### config.mk
export PLATFORM = sky130hd
export DESIGN_NAME = multi_clock_divider
export DESIGN_NICKNAME = d
export VERILOG_FILES = /design/src/rtl/multi_clock_divider.sv
export SDC_FILE = /design/constraint.sdc
export NUM_CORES = 1
export LEC_CHECK = 0
export ABC_CLOCK_PERIOD_IN_PS = 5000
export CAP_MARGIN = 25
export CORE_MARGIN = 5
export CORE_UTILIZATION = 35
export CTS_CLUSTER_SIZE = 8
export DETAILED_ROUTE_END_ITERATION = 12
export SLEW_MARGIN = 15
export SYNTH_ARGS = -nofsm -noshare
export SYNTH_HDL_FRONTEND = slang
export SYNTH_SLANG_ARGS = --single-unit
export TNS_END_PERCENT = 10
### constraint.sdc
create_clock -name in_clock -period 5 [get_ports in_clock]
set_clock_uncertainty 0.15 [all_clocks]
set_input_delay 0.75 -clock in_clock [delete_from_list [all_inputs] [get_ports in_clock]]
set_output_delay 0.75 -clock in_clock [all_outputs]
set_load 0.1 [all_outputs]
### src/rtl/multi_clock_divider.sv
// multi_clock_divider: CHANNELS independent programmable clock dividers.
// Each channel has a divided clock with programmable period and high time,
// and a one-cycle tick on the first cycle of each period. New settings are
// held in a shadow register and take effect only at a period boundary, or
// at once while the channel is disabled.
// Optional feature macro: CLKDIV_PHASE_SYNC_EN adds the sync port. A pulse
// on sync forces a boundary on every enabled channel.
module multi_clock_divider #(
  parameter int WIDTH    = 16,
  parameter int CHANNELS = 2
) (
  input  logic                      in_clock,
  input  logic                      reset_n,
  input  logic [CHANNELS-1:0]       enable,
  input  logic [CHANNELS-1:0]       load,
  input  logic [CHANNELS*WIDTH-1:0] divider,
  input  logic [CHANNELS*WIDTH-1:0] high_time,
`ifdef CLKDIV_PHASE_SYNC_EN
  input  logic                      sync,
`endif
  output logic [CHANNELS-1:0]       out_clock,
  output logic [CHANNELS-1:0]       out_tick,
  output logic [CHANNELS-1:0]       pending
);

  logic w_sync;

`ifdef CLKDIV_PHASE_SYNC_EN
  assign w_sync = sync;
`else
  assign w_sync = 1'b0;
`endif

  for (genvar gi = 0; gi < CHANNELS; gi++) begin : g_ch
    // Active settings and position within the current period
    logic [WIDTH-1:0] r_count;
    logic [WIDTH-1:0] r_period;
    logic [WIDTH-1:0] r_high;
    // Shadow settings waiting for the next boundary
    logic [WIDTH-1:0] r_pend_period;
    logic [WIDTH-1:0] r_pend_high;
    logic             r_pend_valid;
    // Registered outputs
    logic             r_clk;
    logic             r_tick;

    logic [WIDTH-1:0] w_count_nxt;
    logic [WIDTH-1:0] w_period_nxt;
    logic [WIDTH-1:0] w_high_nxt;
    logic [WIDTH-1:0] w_pend_period_nxt;
    logic [WIDTH-1:0] w_pend_high_nxt;
    logic             w_pend_valid_nxt;
    logic             w_clk_nxt;
    logic             w_tick_nxt;
    logic             w_boundary;
    logic             w_apply;

    // Next-state: boundary detection, shadow apply/capture, count and outputs
    always_comb begin
      w_count_nxt       = r_count;
      w_period_nxt      = r_period;
      w_high_nxt        = r_high;
      w_pend_period_nxt = r_pend_period;
      w_pend_high_nxt   = r_pend_high;
      w_pend_valid_nxt  = r_pend_valid;
      w_clk_nxt         = 1'b0;
      w_tick_nxt        = 1'b0;

      w_boundary = enable[gi] && (w_sync || (r_count == r_period));
      // Only settings that were already pending before this edge are applied;
      // a load arriving on the same edge waits for the following boundary.
      w_apply    = r_pend_valid && (w_boundary || !enable[gi]);

      if (w_apply) begin
        w_period_nxt     = r_pend_period;
        w_high_nxt       = r_pend_high;
        w_pend_valid_nxt = 1'b0;
      end else begin
        w_period_nxt     = r_period;
        w_high_nxt       = r_high;
      end

      if (load[gi]) begin
        w_pend_period_nxt = divider[gi*WIDTH +: WIDTH];
        w_pend_high_nxt   = high_time[gi*WIDTH +: WIDTH];
        w_pend_valid_nxt  = 1'b1;
      end else begin
        w_pend_period_nxt = r_pend_period;
        w_pend_high_nxt   = r_pend_high;
      end

      if (!enable[gi]) begin
        // Park at the end of the period so the first enabled edge is a boundary
        w_count_nxt = w_period_nxt;
        w_clk_nxt   = 1'b0;
        w_tick_nxt  = 1'b0;
      end else if (w_boundary) begin
        w_count_nxt = {WIDTH{1'b0}};
        w_clk_nxt   = (w_count_nxt < w_high_nxt);
        w_tick_nxt  = 1'b1;
      end else begin
        // count < period here, so the increment cannot wrap
        w_count_nxt = r_count + {{(WIDTH-1){1'b0}}, 1'b1};
        w_clk_nxt   = (w_count_nxt < w_high_nxt);
        w_tick_nxt  = 1'b0;
      end
    end

    // State and output registers with synchronous active-low reset
    always_ff @(posedge in_clock) begin
      if (!reset_n) begin
        r_count       <= {WIDTH{1'b0}};
        r_period      <= {WIDTH{1'b0}};
        r_high        <= {WIDTH{1'b0}};
        r_pend_period <= {WIDTH{1'b0}};
        r_pend_high   <= {WIDTH{1'b0}};
        r_pend_valid  <= 1'b0;
        r_clk         <= 1'b0;
        r_tick        <= 1'b0;
      end else begin
        r_count       <= w_count_nxt;
        r_period      <= w_period_nxt;
        r_high        <= w_high_nxt;
        r_pend_period <= w_pend_period_nxt;
        r_pend_high   <= w_pend_high_nxt;
        r_pend_valid  <= w_pend_valid_nxt;
        r_clk         <= w_clk_nxt;
        r_tick        <= w_tick_nxt;
      end
    end

    assign out_clock[gi] = r_clk;
    assign out_tick[gi]  = r_tick;
    assign pending[gi]   = r_pend_valid;
  end

endmodule

==> results of run 1 <==
## worst max-delay path by stage
| stage | startpoint | end | slack, ps | cells after the start |
|---|---|---|---|---|
| after floorplan | g_ch[1].r_count[7] | g_ch[1].r_clk | 1460 | 15 |
| after global placement | enable[0] | g_ch[0].r_clk | 830 | 11 |
| after detailed placement | enable[0] | g_ch[0].r_clk | 800 | 11 |
| after CTS | g_ch[1].r_count[0] | g_ch[1].r_clk | 1170 | 12 |
| after global routing | g_ch[1].r_count[0] | g_ch[1].r_clk | 980 | 12 |
| final | enable[0] | g_ch[0].r_clk | 1140 | 11 |
## tightest hold or removal path: cells and delay by family, from the launching register on
family	cells	cell delay [ps]
flip-flops	1	320
multiplexers	1	120
AND/OR/NAND/NOR	1	60
## cell families (layout without fill, tap and decap cells)
group | count (synthesis) | count (layout) | synth area share [%]
XOR/XNOR | 60 | 60 | 6.44
AO/OA/AOI/OAI | 74 | 74 | 6.55
flip-flops | 166 | 166 | 40.7
adder cells (fa/ha/maj) | 32 | 32 | 4.91
buffers and inverters | 57 | 125 | 3.46
multiplexers | 160 | 160 | 20.3
AND/OR/NAND/NOR | 241 | 241 | 17.7
## routing by layer
metal	global-route usage [%]	part of all wire, %	vias up
li1	-	-	2913
met1	17.9	46	2653
met2	24.6	49	84
met3	2.76	3.4	23
met4	4.27	1.7	0
met5	0	0	-
## synthesized netlist by cell type (2+ instances only)
library cell  instances
dfxtp_1             166
mux2i_1             146
nor2b_1             128
xnor2_1              34
ha_1                 32
clkbuf_1             30
xor2_1               26
nor4_1               19
nand4_1              18
nand2_1              17
o21ai_0              17
nand3_1              15
nor2_1               15
o2bb2ai_1            15
mux2i_2              14
a21o_1               10
inv_1                 8
a21oi_1               7
buf_4                 7
and3_1                5
buf_6                 5
nand2b_1              5
a41o_1                4
a41oi_1               4
buf_2                 4
nor3_1                4
and4_1                3
buf_1                 3
o21a_1                3
o22ai_1               3
a221o_1               2
nor3b_1               2
nor4_2                2
o2111ai_1             2
or2_2                 2
## area by class of cell
type / instances / area (um^2)
fillers: 2242 / 13100
multi-input cells: 567 / 4560
inverters: 8 / 30.0
repair buffers: 86 / 837
clock buffers: 19 / 453
well taps: 313 / 392
clock inverters: 12 / 119
flip-flops and latches: 166 / 3320
## through the flow
stage                     area, um^2  total power, mW  util (%)  hold slack, ps  instances
after floorplan                 8160             1.93         -             354        790
after global placement          9110             2.10      40.0             375       1138
after detailed placement        9130             2.10      40.1             385       1139
after CTS                       9700             3.40      42.6             396       1170
after global routing            9720             3.51      42.7             416       1171
final                           9720             3.36      42.7             389       1171
## placed cells by master, fill, tap and decap left out, types with 5 or more instances in the layout
cell type        instances
nor2_1                  15
clkbuf_16               17
nand2b_1                 5
dfxtp_1                166
a21oi_1                  7
xor2_1                  26
xnor2_1                 34
mux2i_2                 14
nor2b_1                128
a21o_1                   9
ha_1                    32
o21ai_0                 17
buf_4                   10
nor4_1                  19
clkdlybuf4s50_1         72
nand3_1                 15
nand2_1                 17
inv_1                    8
mux2i_1                146
o2bb2ai_1               15
nand4_1                 18
and3_1                   5
## flip-flops by register name, indices dropped and copies added (netlist names)
| signal | count |
|---|---|
| g_ch.r_clk | 2 |
| g_ch.r_count | 32 |
| g_ch.r_high | 32 |
| g_ch.r_pend_high | 32 |
| g_ch.r_pend_period | 32 |
| g_ch.r_pend_valid | 2 |
| g_ch.r_period | 32 |
| g_ch.r_tick | 2 |
## power groups by stage
stage                     sequential, mW  clock (mW)  combinational [mW]
final                               1.46        1.29               0.615
after global routing                1.46        1.38               0.669
after CTS                           1.46        1.32               0.621
after detailed placement            1.49           0               0.617
after global placement              1.49           0               0.610
after floorplan                     1.46           0               0.466
==> results.json, run 1 <==
{
  "ys_top_cells_by_area": "dfxtp_1 41%, mux2i_1 18%, nor2b_1 9.8%",
  "die_h_um": 163,
  "synth-seq-cells": 166,
  "hold_viol": 0,
  "setup_slack_ps": 1140,
  "max_freq_ghz": 0.259,
  "grt_overflow": 0,
  "drc_errors": 0,
  "worstPathCellList": "clkdlybuf4s50_1, inv_1, o21ai_4, mux2i_1, ha_1, a21o_1, a211oi_1, o21ai_0, a21oi_1, or4b_2, a21oi_1",
  "die_area_um2": 26500,
  "drv_cap": 0,
  "p_sw_uw": 964,
  "critPathCaptureType": "flop",
  "cts_buffer_depth": 2,
  "cpMaxStageDelayCell": "or4b_2",
  "slowest_delay_ps": 590,
  "grt_pass1_vias": 5711,
  "port-buffer-count": 75,
  "cp_max_fo": 16,
  "yosys_warnings": 0,
  "start_util_pct": 35.8,
  "r2r_slack_ps": 1210,
  "ys.flop_type": "dfxtp_1",
  "via_per_inst": 4.84,
  "nets": 948,
  "synth.largest_area_cell": "dfxtp_1",
  "first_pass_iters": 5,
  "post-dp-hpwl_um": 13300,
  "min_to": "g_ch[1].r_period[3]",
  "p_per_area_nw_per_um2": 346,
  "crit_buf_inv": 2,
  "cts_tree": "built",
  "cts.sinks": 166,
  "ys_types": 48,
  "swShare_pct": 28.7,
  "grt_antenna_before_repair": 0,
  "synth_edf_count": 0,
  "pre_cts_ws_ps": 798,
  "sequentialPowerShare_pct": 43.3,
  "numCtsBuffers": 17,
  "period_minus_slack_ps": 3860,
  "clock_latency_ps": 430,
  "start_kind": "input port",
  "arrival_ps": 4060,
  "yosysSeqAreaShare_pct": 40.7,
  "internal_power_mw": 2.40,
  "cts_resized": 0,
  "rows": 55,
  "min_path_type": "flop to flop",
  "ir_drop_uv": 184,
  "setup_viol": 0,
  "ant_nets": 0,
  "ios": 76,
  "crit_required_ps": 5210,
  "htree_levels": 4,
  "critPathKind": "input port to flop",
  "netlist.area_leader.share_pct": 40.7,
  "post_synth_inst_count": 790,
  "worstHoldPathCells": 2,
  "r2r_end": "g_ch[1].r_clk",
  "reg2reg_from": "g_ch[1].r_count[0]",
  "p_clk_share_pct": 38.4,
  "async_reset_ff_share_pct": 0,
  "initialDrtViolationCount": 232,
  "gp_congestion": 0.864,
  "antennaDiodeCount": 0,
  "hold_start": "g_ch[1].r_pend_period[3]",
  "routedWlPerCell_um": 15.9,
  "setup_tns_ps": 0,
  "comb_power_share_pct": 18.3,
  "worst_pin_slew_ps": 992,
  "grt_max_degree": 88,
  "fp.dieW_um": 163,
  "grt_pass1_wl_um": 30200,
  "reg2regPathDepth": 12,
  "holdBufCountCts": 0,
  "vias": 5673,
  "clockRootBuffer": "clkbuf_16",
  "areaGrowthSynthToFinish_pct": 19.1,
  "rsz0062_at_grt": "false",
  "fin_crit_sh_pct": 77.1,
  "cts_setup_buffers": 0,
  "maxSlewHeadroom_pct": 33.9,
  "path_clk_slew_ps": 70,
  "status": "completed",
  "synth_area_per_cell_um2": 10.3,
  "p_leak_nw": 4.06,
  "grtUsageTotal_pct": 14.2,
  "drive_gt1_share_pct": 8.04,
  "core_area_um2": 22800,
  "synth_area_um2": 8160,
  "crit_family": "compound AO/OA/AOI/OAI gates",
  "drv_slew": 0,
  "synth_fp_nets": 892,
  "path_common_cell": "a21oi_1",
  "drt_wl_total_um": 18600
}
No activity file was read; power rests on OpenSTA's default activity.
==> run 2, diff against run 1 <==
Settings changed: ABC_CLOCK_PERIOD_IN_PS 5000 to 3800.
Clock period 5 ns to 3.8 ns, I/O delays scaled along.
==> results.json, run 2 (synthesis results as in run 1) <==
{
  "crit_required_ps": 4010,
  "grt_pass1_vias": 5763,
  "fin_crit_sh_pct": 93.9,
  "multi_input_area_um2": 4580,
  "ir_drop_uv": 262,
  "grt_max_degree": 93,
  "r2r_slack_ps": 230,
  "rows": 55,
  "start_util_pct": 35.8,
  "gp_congestion": 0.885,
  "cts_tree": "built",
  "hold_viol": 0,
  "critPathKind": "flop to flop",
  "port-buffer-count": 75,
  "worstSetupEndpoint": "g_ch[1].r_clk",
  "critPathCaptureType": "flop",
  "min_path_type": "flop to flop",
  "slowest_delay_ps": 450,
  "grt_antenna_before_repair": 0,
  "p_leak_nw": 4.08,
  "maxSlewHeadroom_pct": 33.4,
  "cts_buffer_depth": 2,
  "arrival_ps": 3780,
  "drv_slew": 0,
  "cts.sinks": 166,
  "rsz0062_at_grt": "false",
  "holdBufCountCts": 0,
  "max_freq_ghz": 0.280,
  "grtUsageTotal_pct": 14.4,
  "status": "completed",
  "path_clk_slew_ps": 60,
  "reg2reg_from": "g_ch[1].r_count[11]",
  "p_per_area_nw_per_um2": 451,
  "ant_nets": 0,
  "worst_pin_slew_ps": 999,
  "crit_cells": 12,
  "period_minus_slack_ps": 3570,
  "crit_buf_inv": 1,
  "drt_wl_total_um": 18800,
  "post-dp-hpwl_um": 13500,
  "cts_setup_buffers": 0,
  "crit_family": "compound AO/OA/AOI/OAI gates",
  "die_h_um": 163,
  "worstPathCellList": "xor2_1, nor4_1, nand4_2, a21o_2, buf_4, mux2i_2, ha_1, and4_1, a221o_1, a221o_1, or3_1, o21ai_1",
  "worstSetupStartpoint": "g_ch[1].r_count[11]",
  "htree_levels": 4,
  "first_pass_iters": 4,
  "setup_slack_ps": 231,
  "cpMaxStageDelayCell": "dfxtp_1",
  "die_area_um2": 26500,
  "drc_errors": 0,
  "grt_overflow": 0,
  "layout_common_cells": "166 x dfxtp_1, 146 x mux2i_1, 128 x nor2b_1",
  "nets": 954,
  "areaGrowthSynthToFinish_pct": 19.6,
  "grt_pass1_wl_um": 30500,
  "start_kind": "flop",
  "pre_cts_ws_ps": 177,
  "core_area_um2": 22800,
  "cts_resized": 0,
  "drive_gt1_share_pct": 8.91,
  "clock_latency_ps": 430,
  "cp_max_fo": 8,
  "routedWlPerCell_um": 16.0,
  "drv_cap": 0,
  "clockRootBuffer": "clkbuf_16",
  "ff_latch_area_um2": 3320,
  "r2r_end": "g_ch[1].r_clk",
  "via_per_inst": 4.83,
  "numCtsBuffers": 17,
  "layout_commonest_cell": "dfxtp_1",
  "fp.dieW_um": 163,
  "antennaDiodeCount": 0,
  "vias": 5687,
  "setup_tns_ps": 0,
  "setup_viol": 0,
  "path_common_cell": "a221o_1",
  "nFillCells": 2227,
  "reg2regPathDepth": 12,
  "initialDrtViolationCount": 292,
  "ios": 76
}
==> run 2: metal layers <==
metal,up-vias,wire [um],global-route usage [%]
li1,2911,-,-
met1,2670,8680,18.2
met2,89,9140,24.7
met3,17,725,3.19
met4,0,268,4.08
met5,-,0,0
==> run 2: final cells by class <==
type	instances	share of cell area, %
multi-input combinational	567	47.0
sequential	166	34.1
timing repair buffer	92	8.95
clock buffer	22	4.76
tap	313	4.01
clock inverter	9	0.962
inverter	8	0.308
==> run 2: how the worst min path moves through the flow <==
stage,start,to,slack (ps),depth (start not counted)
after floorplan,g_ch[1].r_pend_period[0],g_ch[1].r_period[0],350,2
after detailed placement,g_ch[0].r_pend_high[3],g_ch[0].r_pend_high[3],380,2
final,g_ch[0].r_pend_high[3],g_ch[0].r_pend_high[3],390,2
after global placement,g_ch[0].r_pend_period[7],g_ch[0].r_period[7],380,2
after CTS,g_ch[0].r_pend_high[3],g_ch[0].r_pend_high[3],390,2
after global routing,g_ch[1].r_pend_period[12],g_ch[1].r_pend_period[12],410,2
==> run 2: power breakdown <==
| group | switching (mW) | leakage [nW] | internal (mW) | total (mW) |
|---|---|---|---|---|
| sequential | 0.0791 | 1.35 | 1.83 | 1.91 |
| clock | 0.718 | 0.256 | 0.939 | 1.66 |
| combinational | 0.446 | 2.47 | 0.390 | 0.836 |
| total | 1.24 | 4.08 | 3.16 | 4.40 |
==> run 2: worst min-delay path: cells and delay by family, from the launching register on <==
kind / cells / cell delay [ps]
muxes: 1 / 120
DFF: 1 / 320
and+or+nand+nor: 1 / 60
==> run 2: metrics by stage <==
step / instance area (um^2) / util [%] / hold slack [ps] / instances / total power [mW]
floorplan: 8160 / - / 354 / 790 / 2.54
global placement: 9180 / 40.3 / 377 / 1146 / 2.78
detailed placement: 9180 / 40.3 / 378 / 1146 / 2.79
CTS: 9740 / 42.8 / 390 / 1177 / 4.45
global route: 9760 / 42.8 / 408 / 1177 / 4.61
finish: 9760 / 42.8 / 389 / 1177 / 4.40
==> run 3, diff against run 2 <==
Settings changed: CELL_PAD_IN_SITES_DETAIL_PLACEMENT from default to 0, CELL_PAD_IN_SITES_GLOBAL_PLACEMENT from default to 1, PLACE_DENSITY_LB_ADDON from default to 0.1, SETUP_SLACK_MARGIN from default to 0.5, SLEW_MARGIN 15 to 30.
==> results.json, run 3 (synthesis results as in run 1) <==
{
  "status": "completed",
  "path_clk_slew_ps": 70,
  "max_freq_ghz": 0.289,
  "hold_viol": 0,
  "p_per_area_nw_per_um2": 448,
  "rsz0062_at_grt": "true",
  "hold_start": "g_ch[1].r_pend_period[10]",
  "ant_nets": 0,
  "grt_max_degree": 95,
  "clockRootBuffer": "clkbuf_16",
  "cp_max_fo": 4,
  "dp.cells": 1147,
  "grtUsageTotal_pct": 15.5,
  "crit_required_ps": 4000,
  "ios": 76,
  "htree_levels": 4,
  "ir_drop_uv": 232,
  "holdBufCountCts": 0,
  "start_util_pct": 35.8,
  "grt_antenna_before_repair": 0,
  "grt_pass1_wl_um": 32500,
  "worstSetupStartpoint": "g_ch[0].r_count[1]",
  "drive_gt1_share_pct": 12.8,
  "layout_common_cells": "150 x dfxtp_1, 145 x mux2i_1, 128 x nor2b_1",
  "antennaDiodeCount": 0,
  "critPathKind": "flop to flop",
  "areaGrowthSynthToFinish_pct": 21.8,
  "first_pass_iters": 4,
  "initialDrtViolationCount": 206,
  "nFillCells": 2175,
  "fin_crit_sh_pct": 91.2,
  "arrival_ps": 3670,
  "setup_viol": 0,
  "grt_pass1_vias": 6080,
  "whs_ps": 388,
  "period_minus_slack_ps": 3460,
  "setup_tns_ps": 0,
  "layout_commonest_cell": "dfxtp_1",
  "reg2reg_from": "g_ch[0].r_count[1]",
  "vias": 5869,
  "core_area_um2": 22800,
  "post-dp-hpwl_um": 14700,
  "drc_errors": 0,
  "critPathCaptureType": "flop",
  "routedWlPerCell_um": 17.1,
  "min_path_type": "flop to flop",
  "p_leak_nw": 4.17,
  "cts_buffer_depth": 2,
  "worst_pin_slew_ps": 985,
  "drv_cap": 0,
  "port-buffer-count": 75,
  "finalNonFillerCells": 1188,
  "via_per_inst": 4.94,
  "fp.dieW_um": 163,
  "nets": 965,
  "clock_latency_ps": 430,
  "die_area_um2": 26500,
  "numCtsBuffers": 17,
  "drt_wl_total_um": 20300,
  "maxSlewHeadroom_pct": 34.1,
  "rows": 55,
  "gp_congestion": 0.824,
  "start_kind": "flop",
  "grt_overflow": 0,
  "drv_slew": 0,
  "cts.sinks": 166,
  "die_h_um": 163,
  "cts_tree": "built"
}
## run 3: changes by cell type in the layout (fill, tap and decap cells not counted), moves of 2 or more
cell and change:
dfxtp_1 -16, dfxtp_2 +15, buf_4 +10, clkinv_2 +3, buf_6 +2, clkbuf_1 -2, clkbuf_8 -2, clkinvlp_4 -2
ha_1 -2, mux2i_4 +2
## run 3: power breakdown
group	switching, mW	internal, mW
logic	0.470	0.418
registers	0.0843	1.83
clock network	0.741	0.908
## run 3: worst paths after layout
path	endpoint	slack (ps)	depth (start not counted)
max	g_ch[0].r_clk	340	13
min	g_ch[1].r_pend_period[10]	390	2
max reg2reg	g_ch[0].r_clk	340	13
min reg2reg	g_ch[1].r_pend_period[10]	390	2
## run 3: cell type report
type                            count  area (um^2)  area share (%)
Timing Repair Buffer              103          973            9.79
Sequential cell                   166         3350            33.7
Inverter                            8         30.0           0.302
Tap cell                          313          392            3.94
Multi-Input combinational cell    567         4650            46.8
Clock inverter                     13          123            1.23
Clock buffer                       18          429            4.32
## run 3: stage by stage
step	util, %	power [mW]	setup slack [ps]	instance area, um^2
floorplan	-	2.55	384	8190
global placement	40.4	2.80	210	9190
detailed placement	40.4	2.81	156	9190
CTS	43.2	4.50	290	9830
global route	43.6	4.66	172	9940
finish	43.6	4.45	335	9940
## run 3: metal layers
layer  up-vias  wire [um]  global-route usage (%)  part of all wire, %
li1       2940          -                       -                    -
met1      2832       8710                    18.2                   43
met2        77      10600                    28.2                   52
met3        20        583                    3.39                  2.9
met4         0        341                    4.35                  1.7
met5         -          0                       0                    0
## run 3: timing repair
| action | 4_1_cts | 5_1_grt |
|---|---|---|
| gates resized for setup | 10 | 16 |
| pin swaps | 6 | 7 |
| buffers inserted | 7 | 2 |
| gates cloned | 0 | 0 |
| setup endpoints to repair | 2 | 2 |
## run 3: critical path: stages (launching register included)
cell and delay [ps]:
dfxtp_1 330, xnor2_1 210, nand4_1 180, nor4_4 290
buf_4 180, o21ai_4 70, mux2i_1 280, ha_1 300
a21o_1 180, a211oi_1 210, o21ai_0 120, a21oi_1 150
or4b_2 590, a21oi_1 160
